## src/rtl/rc4_stream_ctrl.sv

```systemverilog
// rc4_stream_ctrl
// Sequences one RC4 encryption job at a time. A job request (key, key
// length, message length) starts key scheduling in the RC4 core; once the
// core reports init done, every keystream byte is paired with one input
// byte and the XOR is emitted on a registered valid/ready output stream.
//
// Ports:
//   clk, rst_n                      clock, async active-low reset
//   cfg_valid/cfg_ready             job request handshake
//   cfg_key/cfg_key_length/cfg_msg_len  job parameters
//   core_start                      one-cycle start pulse to the core
//   core_key/core_key_length        key held stable for the whole job
//   core_init_done                  core key scheduling finished (pulse)
//   core_ks_valid/_byte/_ready      keystream input stream
//   din_valid/_byte/_ready          data input stream
//   dout_valid/_byte/_last/_ready   result stream, last marks final byte
//   busy                            any state other than IDLE
//   job_done                        pulse when the last byte is accepted
//   cfg_err                         pulse when a request is rejected
module rc4_stream_ctrl #(
  parameter int KEY_BYTES = 4,
  parameter int LEN_W     = 16
) (
  input  logic                   clk,
  input  logic                   rst_n,
  input  logic                   cfg_valid,
  output logic                   cfg_ready,
  input  logic [KEY_BYTES*8-1:0] cfg_key,
  input  logic [7:0]             cfg_key_length,
  input  logic [LEN_W-1:0]       cfg_msg_len,
  output logic                   core_start,
  output logic [KEY_BYTES*8-1:0] core_key,
  output logic [7:0]             core_key_length,
  input  logic                   core_init_done,
  input  logic                   core_ks_valid,
  input  logic [7:0]             core_ks_byte,
  output logic                   core_ks_ready,
  input  logic                   din_valid,
  input  logic [7:0]             din_byte,
  output logic                   din_ready,
  output logic                   dout_valid,
  output logic [7:0]             dout_byte,
  output logic                   dout_last,
  input  logic                   dout_ready,
  output logic                   busy,
  output logic                   job_done,
  output logic                   cfg_err
);

  typedef enum logic [1:0] {IDLE, KSA, STREAM, DRAIN} state_t;

  localparam logic [8:0] KEY_MAX = 9'(KEY_BYTES);

  state_t             state_reg, state_next;
  logic [LEN_W-1:0]   remaining_reg;
  logic [7:0]         key_length_reg;
  logic               core_start_reg;
  logic               cfg_err_reg;
  logic               dout_valid_reg;
  logic [7:0]         dout_byte_reg;
  logic               dout_last_reg;

  logic cfg_fire;
  logic cfg_ok;
  logic accept_job;
  logic fire;
  logic out_accept;
  logic last_fire;

  assign cfg_fire   = (state_reg == IDLE) && cfg_valid;
  assign cfg_ok     = (cfg_key_length != 8'd0)
                   && ({1'b0, cfg_key_length} <= KEY_MAX)
                   && (cfg_msg_len != '0);
  assign accept_job = cfg_fire && cfg_ok;

  // Both streams are consumed together, and only when the output register
  // is empty or being emptied in the same cycle.
  assign fire       = (state_reg == STREAM) && din_valid && core_ks_valid
                   && (!dout_valid_reg || dout_ready);
  assign out_accept = dout_valid_reg && dout_ready;
  assign last_fire  = fire && (remaining_reg == LEN_W'(1));

  always_ff @(posedge clk or negedge rst_n) begin
    if (!rst_n) begin
      state_reg <= IDLE;
    end else begin
      state_reg <= state_next;
    end
  end

  always_comb begin
    state_next    = state_reg;
    cfg_ready     = 1'b0;
    busy          = 1'b1;
    din_ready     = 1'b0;
    core_ks_ready = 1'b0;
    job_done      = 1'b0;
    case (state_reg)
      IDLE: begin
        cfg_ready = 1'b1;
        busy      = 1'b0;
        if (accept_job) state_next = KSA;
      end
      KSA: begin
        if (core_init_done) state_next = STREAM;
      end
      STREAM: begin
        din_ready     = fire;
        core_ks_ready = fire;
        if (last_fire) state_next = DRAIN;
      end
      DRAIN: begin
        job_done = out_accept;
        if (out_accept) state_next = IDLE;
      end
      default: state_next = IDLE;
    endcase
  end

  // Key is latched per byte lane so each lane is an independent enable.
  for (genvar gi = 0; gi < KEY_BYTES; gi++) begin : g_key_lane
    logic [7:0] key_byte_reg;
    always_ff @(posedge clk or negedge rst_n) begin
      if (!rst_n) begin
        key_byte_reg <= 8'd0;
      end else if (accept_job) begin
        key_byte_reg <= cfg_key[gi*8 +: 8];
      end
    end
    assign core_key[gi*8 +: 8] = key_byte_reg;
  end

  always_ff @(posedge clk or negedge rst_n) begin
    if (!rst_n) begin
      remaining_reg  <= '0;
      key_length_reg <= 8'd0;
      core_start_reg <= 1'b0;
      cfg_err_reg    <= 1'b0;
      dout_valid_reg <= 1'b0;
      dout_byte_reg  <= 8'd0;
      dout_last_reg  <= 1'b0;
    end else begin
      core_start_reg <= accept_job;
      cfg_err_reg    <= cfg_fire && !cfg_ok;
      if (accept_job) begin
        key_length_reg <= cfg_key_length;
        remaining_reg  <= cfg_msg_len;
      end
      if (fire) begin
        dout_byte_reg  <= din_byte ^ core_ks_byte;
        dout_valid_reg <= 1'b1;
        dout_last_reg  <= last_fire;
        remaining_reg  <= remaining_reg - LEN_W'(1);
      end else if ((state_reg == STREAM) && dout_ready) begin
        dout_valid_reg <= 1'b0;
      end else if ((state_reg == DRAIN) && out_accept) begin
        dout_valid_reg <= 1'b0;
        dout_last_reg  <= 1'b0;
      end
    end
  end

  assign core_start      = core_start_reg;
  assign core_key_length = key_length_reg;
  assign cfg_err         = cfg_err_reg;
  assign dout_valid      = dout_valid_reg;
  assign dout_byte       = dout_byte_reg;
  assign dout_last       = dout_last_reg;

endmodule

```

## config.mk

```make
export PLATFORM = sky130hd
export DESIGN_NAME = rc4_stream_ctrl
export DESIGN_NICKNAME = d
export VERILOG_FILES = /design/src/rtl/rc4_stream_ctrl.sv
export SDC_FILE = /design/constraint.sdc
export NUM_CORES = 1
export LEC_CHECK = 0
export ABC_CLOCK_PERIOD_IN_PS = 3200
export CAP_MARGIN = 20
export CORE_MARGIN = 2
export CORE_UTILIZATION = 43
export DETAILED_ROUTE_END_ITERATION = 10
export PLACE_DENSITY = 0.9
export SYNTH_ARGS = -nofsm -noshare
export SYNTH_HDL_FRONTEND = slang
export SYNTH_SLANG_ARGS = --single-unit
```

## constraint.sdc

```tcl
create_clock -name clk -period 3.2 [get_ports clk]
set_clock_uncertainty 0.2 [all_clocks]
set_input_delay 0.96 -clock clk [delete_from_list [all_inputs] [get_ports clk]]
set_output_delay 0.96 -clock clk [all_outputs]
set_load 0.01 [all_outputs]
```

==> out/qor.yml <==
synthesis:
  yosysMostFrequentCell: "nand2_1"
  synth_seq_cells: 70
  netlist_top_cells_area: "dfrtp_1, nand2_1, ha_1, o21ai_0, xnor2_1"
  synth_edf_count: 0
  ys_dominant_reg_cell: "dfrtp_1"
  synthArstFlopShare: 1.00
  synth_top_area_cell: "dfrtp_1"
  yosys_warnings: 0
  synthCells: 347
  netlist_top_cells_count: "nand2_1, dfrtp_1, o21ai_0"
  syn_area_sq_um: 3250
  synth_cell_type_count: 51
  avgSynthCellArea_sq_um: 9.37
  synth_top_area_frac: 0.538
  syn-num-nets: 433
  yosysSeqAreaShare: 0.538
power_and_ir_drop:
  powerDensity_nw_per_um2: 626
  power_leakage_nw: 2.35
  peakVddDrop_mv: 0.382
clock_tree:
  path_clk_slew_ns: 0.08
  clk_root_buffer_cell: "clkbuf_8"
  cts-buffers-inserted: 9
  hold_buffers: 0
  cts_tree: "built"
  clk_latency_ns: 0.34
  htree_levels: 3
  cts.path.max_buffers: 2
  clock-sinks: 70
timing:
  relSlewSlack: 0.483
  fmax_ghz: 0.318
  fin_crit_ns: 3.15
  rsz0062_at_grt: "false"
  timing.final.crit_share: 0.984
  setup_viol: 0
  hold_slack_ns: 0.275
  final_max_slew_viol_count: 0
  worst_pin_slew_ns: 0.775
  final_hold_viol_count: 0
place:
  gp_congestion: 0.910
  dpl_cell_area_sq_um: 4810
  hpwl_um: 6810
  port_buffers: 135
  dp_cells: 584
global_route:
  grt_pass1_wl_um: 14700
  grt_max_degree: 39
  grt-busiest-layer: "met2"
  grt_util_met2: 0.383
  antenna_found_initial: 0
  grt_usage: 0.222
  overflow: 0
  grt_use_met3: 0.0382
  first_global_vias: 3156
  grtUsageMet1: 0.270
layout:
  syn_to_final_growth_pct: 54.8
  final_cell_area_sq_um: 5040
  largest_register_ff_count: 32
  fillers: 583
  drive_gt1_frac: 0.0980
  design.final.nets: 582
  finalNonFillerCells: 599
  n_antenna_cell: 0
route:
  drt_iter0_drc: 153
  wl_um: 8760
  drcViolationCount: 0
  first_pass_iters: 4
  ant_nets: 0
  wl_per_cell_um: 14.6
  routed_via_density: 5.08
  vias: 3043
floorplan:
  fp-row-count: 31
  ios: 136
  initial_utilization: 0.446
  die_y_um: 91.0
  die_w_um: 91.0
  core_area_sq_um: 7290
  die-area_sq_um: 8280
setup_path:
  crit_fanout: 3
  crit_arrival_ns: 1.99
  cp.required_ns: 2.04
  cp_slowest_cell: "clkdlybuf4s50_1"
  cp_cell_sequence: "clkdlybuf4s50_1, buf_4, and3_1, clkdlybuf4s15_1"
  crit_path_max_incr_delay_ns: 0.49
  startpoint_type: "input pin"
  crit_path_end_kind: "output port"
  critPathKind: "input pin to output port"
min_path:
  hp-class: "register to register"
run_status:
  status: "completed"
flow_run:
  maxCapViolCount: 0
==> critical path, delay by kind of cell <==
kind | cells | cell delay [ns]
buf+inv | 3 | 0.86
simple gates | 1 | 0.17
==> placed cells by master, fill, tap and decap left out, types with 2 or more instances in the layout <==
| master | count |
|---|---|
| a21oi_1 | 3 |
| a221o_1 | 2 |
| a22oi_1 | 2 |
| a2bb2oi_1 | 3 |
| and2_1 | 6 |
| and3_1 | 5 |
| buf_12 | 3 |
| buf_2 | 3 |
| buf_4 | 15 |
| bufinv_16 | 3 |
| clkbuf_8 | 9 |
| clkdlybuf4s50_1 | 131 |
| dfrtp_1 | 70 |
| ha_1 | 7 |
| inv_1 | 9 |
| mux2i_1 | 3 |
| nand2_1 | 126 |
| nand3_1 | 9 |
| nor2_1 | 13 |
| nor3_1 | 7 |
| nor3b_1 | 2 |
| nor4_1 | 5 |
| nor4_2 | 2 |
| o21ai_0 | 16 |
| o21ai_1 | 2 |
| o221a_2 | 2 |
| o31ai_1 | 2 |
| or3_1 | 3 |
| xnor2_1 | 8 |
==> cell families after synthesis <==
family / Yosys count / share of synthesized area
xor+xnor: 8 / 0.0215
mux: 5 / 0.0162
flops: 70 / 0.538
buf+inv: 26 / 0.0396
simple gates: 188 / 0.264
compound gates: 43 / 0.0931
fa+ha+maj: 7 / 0.0269
==> power breakdown <==
part | total, mW | internal [mW] | switching, mW
Sequential | 1.27 | 1.10 | 0.174
Combinational | 1.04 | 0.576 | 0.460
Clock | 0.845 | 0.513 | 0.332
Total | 3.15 | 2.19 | 0.965
==> final timing paths <==
check | slack (ns) | cells after the start | to | from
max | 0.05 | 4 | job_done | dout_ready
min | 0.28 | 2 | g_key_lane[0].key_byte_reg[2] | g_key_lane[0].key_byte_reg[2]
min reg2reg | 0.28 | 2 | g_key_lane[0].key_byte_reg[2] | g_key_lane[0].key_byte_reg[2]
min in group asynchronous | 0.49 | 1 | dout_byte[1] | rst_n
max reg2reg | 0.64 | 10 | remaining_reg[13] | state_reg[0]
max in group asynchronous | 1.64 | 2 | g_key_lane[0].key_byte_reg[3] | rst_n
==> routing by layer <==
layer	up-vias	routed length, um
met3	25	443
li1	1463	-
met1	1445	3640
met2	110	4410
met4	0	268
met5	-	0
==> layout make-up <==
| cell class | instances | area (sq um) | share of cell area |
|---|---|---|---|
| tap | 99 | 124 | 0.0246 |
| clock inverter | 6 | 111 | 0.0221 |
| clock buffer | 9 | 124 | 0.0246 |
| sequential | 70 | 1750 | 0.348 |
| multi-input combinational | 251 | 1370 | 0.273 |
| timing repair buffer | 153 | 1510 | 0.300 |
| inverter | 11 | 43.8 | 0.00870 |
==> through the flow <==
step	TNS, ns	util	power, mW	setup WS [ns]
floorplan	0	-	1.76	0.124
global placement	-1.04	0.660	2.28	-0.407
detailed placement	-1.25	0.660	2.33	-0.402
CTS	0	0.691	3.18	0.00185
global route	0	0.691	3.35	0.0165
finish	0	0.691	3.15	0.0505
==> timing repair <==
| item | in CTS | in global routing |
|---|---|---|
| setup buffers | 0 | 0 |
| setup endpoints to repair | 3 | 2 |
| gates resized for setup | 9 | 2 |
Note: power is estimated with default switching activity, not from simulation.
==> RTL change 1: new RTL, same settings <==
`LEN_W`: 16 -> 32.
--- a/src/rtl/rc4_stream_ctrl.sv
+++ b/src/rtl/rc4_stream_ctrl.sv
@@ -19,7 +19,7 @@
 //   cfg_err                         pulse when a request is rejected
 module rc4_stream_ctrl #(
   parameter int KEY_BYTES = 4,
-  parameter int LEN_W     = 16
+  parameter int LEN_W     = 32
 ) (
   input  logic                   clk,
   input  logic                   rst_n,
Interface: changed (resized cfg_msg_len); port bits go from 136 to 152. The function was not compared with the original's and may differ.
==> RTL change 1 against the unedited design <==
  * Via count increased by 51%
  * Maximum frequency decreased by 0.57%
  * Largest power group unchanged
  * Sequential cell count increased by 16
  * Non-clock buffer count increased by 52
  * Worst setup slack got worse by 18 ps
  * Synthesized area increased by 36%
  * Total power increased by 26%
  * Cell area increased by 36%
  * Routed wire length increased by 56%
  * Sequential share of layout area decreased by 3.4 points
  * Die area increased by 35%
==> RTL change 1: results (changes against the unedited design) <==
The worst stage delay on the critical path was 440 ps (-50 ps); the total of clock buffers placed in the layout was 9 (unchanged). The met1 wire length is 5500 um (+51%). For this run, the leading register cell type out of synthesis is sky130_fd_sc_hd__dfrtp_1.

The count of inverters other than clock inverters in the layout was 16 (+5). The flow ran to the end, and the final reports show no timing, DRC or antenna violations. The number of setup violations in the final report is 0 (unchanged), and the combinational power is 1.43 mW (+38%).

The average wire per cell in the routed design was 16.6 um (+14%); the total nets after synthesis was 598 (+38%). The fraction of final layout cells sized beyond drive strength 1 came out at 0.145 (+0.0473). The reported leakage power is 3.14 nW (+34%), and the pin count of the biggest net entering global routing is 50 (+28%). The met3 wirelength from detailed routing came out at 1120 um (+150%). The cell with the largest stage delay on the worst path is sky130_fd_sc_hd__clkdlybuf4s50_1. The initial detailed-routing violation count is 473 (+210%), and the TritonCTS sink count is 86 (+23%).

The largest vdd supply drop came out at 0.341 mV (-11%). The run gives 21,900 um (+49%) as the wire length of the first global-routing pass. For the power consumed by the clock network, the log shows 0.858 mW (+2%).

The overall fraction of global-route tracks in use was 0.244 (+0.0219); the non-clock buffer contribution to total cell area was 0.296 (-0.00331). The overall routed net length was 13,700 um (+56%). The tools report the placed wire-length estimate as 9880 um (+45%).

The clock network area share came out at 0.0321 (-0.0146). The logs give 6750 um (+53%) for the met2 wirelength from detailed routing and 0.316 (+0.0456) for the global routing met1 resource utilization. The normalized max-slew margin is 0.589 (+0.106), and the sequential fraction of total cell area is 0.314 (-0.0342). The met2 global-route usage was 0.401 (+0.0187). The cell sitting at the root of the clock tree is a sky130_fd_sc_hd__clkbuf_8. The number of inserted filler cells in the final layout is 804 (+38%), and the area of the multi-input gates is 2220 um2 (+62%).

The distinct cell type count of the synthesized netlist came out at 52 (+2.0%). The weighted congestion at the end of routability-driven global placement was 0.957 (+5.1%); the endpoint arrival time on the critical path was 3220 ps (+1230 ps). For the final net count, the log shows 785 (+35%).

The worst-skew pair later-pin latency was 360 ps (+20 ps). For the met3 routing resource usage after global routing, the log shows 0.0458 (+0.00759). The detail-routed via count per cell is 5.58 (+9.8%). For the register area share after synthesis, the log shows 0.485 (-0.0533). The number of buffers added on ports is 151 (+12%), and the average cell area after synthesis is 8.94 um2 (-4.6%). The maximum fanout along the worst path was 5 (+2).

Yosys attributes the largest share of cell area to sky130_fd_sc_hd__dfrtp_1, sky130_fd_sc_hd__nand2_1, sky130_fd_sc_hd__o21ai_0. The number of ordinary and repair buffers in the finished layout came out at 205 (+34%). The area share of the largest cell type after synthesis came out at 0.485 (-0.0533).

Design internal power: 2.57 mW (+18%). Counting instances in the post-synthesis netlist gives the leading cell types as sky130_fd_sc_hd__nand2_1, sky130_fd_sc_hd__dfrtp_1, sky130_fd_sc_hd__o21ai_0. Number of iterations in the first detailed-routing pass: 5 (+1).

By area, multi-input combinational cells come first. The logs give 4,532 (+44%) for the via count of the first global-routing pass and 800 (+37%) for the number of cells in the design after placement. The tools report the number of H-tree levels as 3 (unchanged). For the number of multi-input combinational cells, the log shows 365 (+45%).
## RTL change 1: worst paths after layout
check                                          startpoint                             end  slack [ps]  depth (start not counted)
setup / recovery                          cfg_msg_len[21]    remaining_reg[5]$_DFFE_PN0P_          30                         10
hold / removal             core_key_length[2]$_DFFE_PN0P_  core_key_length[2]$_DFFE_PN0P_         280                          2
setup reg to reg             remaining_reg[0]$_DFFE_PN0P_   remaining_reg[22]$_DFFE_PN0P_         320                          7
max in group asynchronous                           rst_n   remaining_reg[20]$_DFFE_PN0P_        1820                          2
hold reg to reg            core_key_length[2]$_DFFE_PN0P_  core_key_length[2]$_DFFE_PN0P_         280                          2
min in group asynchronous                           rst_n    remaining_reg[8]$_DFFE_PN0P_         350                          1
## RTL change 1: worst reg2reg max path: cells and delay by family, from the launching register on
kind	cells	cell delay (ps)
compound gates	2	410
flops	1	460
simple gates	3	1390
fa+ha+maj	1	220
buf+inv	1	90
## RTL change 1: through the flow
step	setup TNS [ps]	total power, mW	instance area (um2)	setup slack [ps]	hold slack (ps)
2_1_floorplan	0	2.37	4440	104	314
3_3_place_gp	-22780	3.00	6390	-458	257
3_5_place_dp	-29850	3.07	6390	-571	266
4_1_cts	0	3.93	6750	11.4	287
5_1_grt	-410	4.21	6860	-80.7	304
6_report	0	3.98	6860	32.5	282
## RTL change 1: cells by family after synthesis
logic type                 Yosys count  share of synthesized area
adders and majority gates            7                     0.0197
DFF                                 86                      0.485
muxes                                7                     0.0164
buffers and inverters               45                     0.0417
AOI/OAI and AO/OA                   97                      0.157
xor gates and xnor gates             8                     0.0158
and+or+nand+nor                    246                      0.264
## RTL change 1: what timing repair did
item                       CTS  global route
setup buffers                4             2
gates resized for setup     18            25
gates cloned                 2             0
setup endpoints to repair   54            25
pin swaps                    4             5
==> RTL change 2: new RTL, same flow settings <==
Made on the original files. The 4 states of `state_t` get a one-hot encoding in 4 bits.
--- a/src/rtl/rc4_stream_ctrl.sv
+++ b/src/rtl/rc4_stream_ctrl.sv
@@ -47,7 +47,7 @@
   output logic                   cfg_err
 );
 
-  typedef enum logic [1:0] {IDLE, KSA, STREAM, DRAIN} state_t;
+  typedef enum logic [3:0] {IDLE = 4'b0001, KSA = 4'b0010, STREAM = 4'b0100, DRAIN = 4'b1000} state_t;
 
   localparam logic [8:0] KEY_MAX = 9'(KEY_BYTES);
 
Function: no difference found for any inputs over 10 cycles, from zero or initial values and one cycle with rst_n low; not proved beyond that.
==> RTL change 2 against the unedited design <==
  * Critical path depth is the same
  * Synthesized area increased by 0.58%
  * Sequential cell count up 2
  * Synthesized cell count up 1.4%
  * Global-route usage decreased by 0.96 points
  * Cell area decreased by 0.99%
  * Worst setup slack gained 45 ps
  * Hold slack improved by 2.8 ps
  * Non-clock buffer count increased by 2
  * Utilization fell by 0.69 points
  * Routed wire length fell by 2.7%
Power is not compared: it rests on default switching activity, and its combinational part moved more than twofold at a synthesized area within 25%.
==> RTL change 2: results (changes against the unedited design) <==
The flow ran to the end, and the final reports show no timing, DRC or antenna violations. The maximum clock insertion buffer count came out at 2 (unchanged). For this run, the leading register cell type out of synthesis is sky130_fd_sc_hd__dfrtp_1. The run gives 352 (+1.4%) as the gate count after technology mapping. VDD sags by at most 0.273 mV. The placed wire-length estimate was 6450 um (-5.2%). For the weighted congestion at the end of routability-driven global placement, the log shows 0.814 (-11%). The commonest cells after synthesis are sky130_fd_sc_hd__nand2_1, sky130_fd_sc_hd__dfrtp_1, sky130_fd_sc_hd__nor2_1. The startpoint identified for the worst register-to-register timing path is remaining_reg[1]$_DFFE_PN0P_. The number of cells in the design after placement was 589 (+0.86%).

By area the synthesized netlist is led by sky130_fd_sc_hd__dfrtp_1, sky130_fd_sc_hd__nand2_1, sky130_fd_sc_hd__nor2_1. Pin count of the biggest net entering global routing: 73 (+87%). Initial detailed-routing violation count: 114 (-25%). For the register area share after synthesis, the log shows 0.551 (+0.0126). The detail-routed via count per cell came out at 5.01 (-1.4%).

The maximum fanout along the worst path is 5 (+2), and the distinct cell type count of the synthesized netlist is 45 (-12%). For the TritonCTS buffer count, the log shows 9 (unchanged). The average wire per cell in the routed design is 14.1 um (-3.5%).

The wire length of the first global-routing pass is 14,400 um (-2.5%). The number of inserted filler cells in the final layout was 602 (+3.3%); the final non-filler cell total was 604 (+0.83%). The tools report the normalized max-slew margin as 0.394 (-0.0890). The number of buffers added on ports is 135 (unchanged), and the final net count is 582 (unchanged).

The via count of the first global-routing pass came out at 3,097 (-1.9%). The startpoint of the worst setup timing path is din_valid. The post-CTS clock slew at the launch and capture registers of the worst setup and hold paths is 70 ps. The run gives 433 (unchanged) as the total nets after synthesis.

The initial antenna violation count is 0 (unchanged). The worst hold path begins at g_key_lane[3].key_byte_reg[5]$_DFFE_PN0P_. The tools report the overall fraction of global-route tracks in use as 0.212 (-0.00965).

The fraction of final layout cells sized beyond drive strength 1 was 0.101 (+0.00299).
-- RTL change 2: cell types whose count changed in the layout (fill, tap and decap cells not counted), sizes merged, moves of 4 or more --
cell	change
a21oi	+12
and3	-5
ha	-5
inv	-7
nand2	-5
nand4	+6
nor2	+9
nor2b	+4
o211ai	+5
o21ai	-7
or4b	+4
-- RTL change 2: tightest hold or removal path, stage by stage (launching register included) --
cell,delay (ps)
sky130_fd_sc_hd__dfrtp_1,350
sky130_fd_sc_hd__nand2_1,50
sky130_fd_sc_hd__nand2_1,50
-- RTL change 2: kinds of logic after synthesis --
family	Yosys count	share of synthesized area
adder cells (fa/ha/maj)	2	0.00765
AO/OA/AOI/OAI	43	0.0811
XOR/XNOR	8	0.0214
AND/OR/NAND/NOR	205	0.306
multiplexers	1	0.00306
flip-flops	72	0.551
buffers and inverters	21	0.0298
-- RTL change 2: cell type report --
type / instances / area, um2 / area share
tap: 99 / 124 / 0.0248
clock inverter: 4 / 22.5 / 0.00452
clock buffer: 11 / 131 / 0.0263
sequential: 72 / 1800 / 0.362
inverter: 4 / 15.0 / 0.00301
multi-input combinational: 259 / 1390 / 0.279
timing repair buffer: 155 / 1500 / 0.301
-- RTL change 2: metrics by stage --
stage / setup TNS [ps] / cell area, um2 / worst slack, ps / hold slack [ps]
after floorplan: 0 / 3270 / 285 / 255
after global placement: -1390 / 4820 / -362 / 257
after detailed placement: -2420 / 4820 / -406 / 262
after CTS: 0 / 4980 / 3.70 / 280
after global routing: 0 / 4990 / 23.8 / 294
final: 0 / 4990 / 95.4 / 278
-- RTL change 2: per-layer routing --
metal / wire (um) / GRT usage / share of wire / vias to the layer above
li1: - / - / - / 1484
met2: 4250 / 0.357 / 0.50 / 100
met3: 548 / 0.0490 / 0.064 / 10
met4: 140 / 0.0783 / 0.016 / 0
met5: 0 / 0 / 0 / -
met1: 3590 / 0.267 / 0.42 / 1431
-- RTL change 2: repair_timing --
action,in CTS,in global routing
buffers inserted,0,0
endpoints found under the setup margin,3,3
gates resized for setup,12,5
hold buffers,0,0
pin swaps,1,1
-- RTL change 2: path summary, 6_finish.rpt --
| path | endpoint | slack (ps) | cells past startpoint |
|---|---|---|---|
| min in group asynchronous | remaining_reg[3]$_DFFE_PN0P_ | 530 | 1 |
| hold reg to reg | g_key_lane[3].key_byte_reg[5]$_DFFE_PN0P_ | 280 | 2 |
| hold / removal | g_key_lane[3].key_byte_reg[5]$_DFFE_PN0P_ | 280 | 2 |
| setup / recovery | core_ks_ready | 100 | 4 |
| max in group asynchronous | g_key_lane[1].key_byte_reg[5]$_DFFE_PN0P_ | 1650 | 1 |
| setup reg to reg | state_reg[3]$_DFFE_PN0P_ | 860 | 6 |
-- RTL change 2: report_power, final --
group	switching, mW	internal (mW)
registers	0.0741	1.01
logic	0.201	0.284
clock network	0.314	0.273
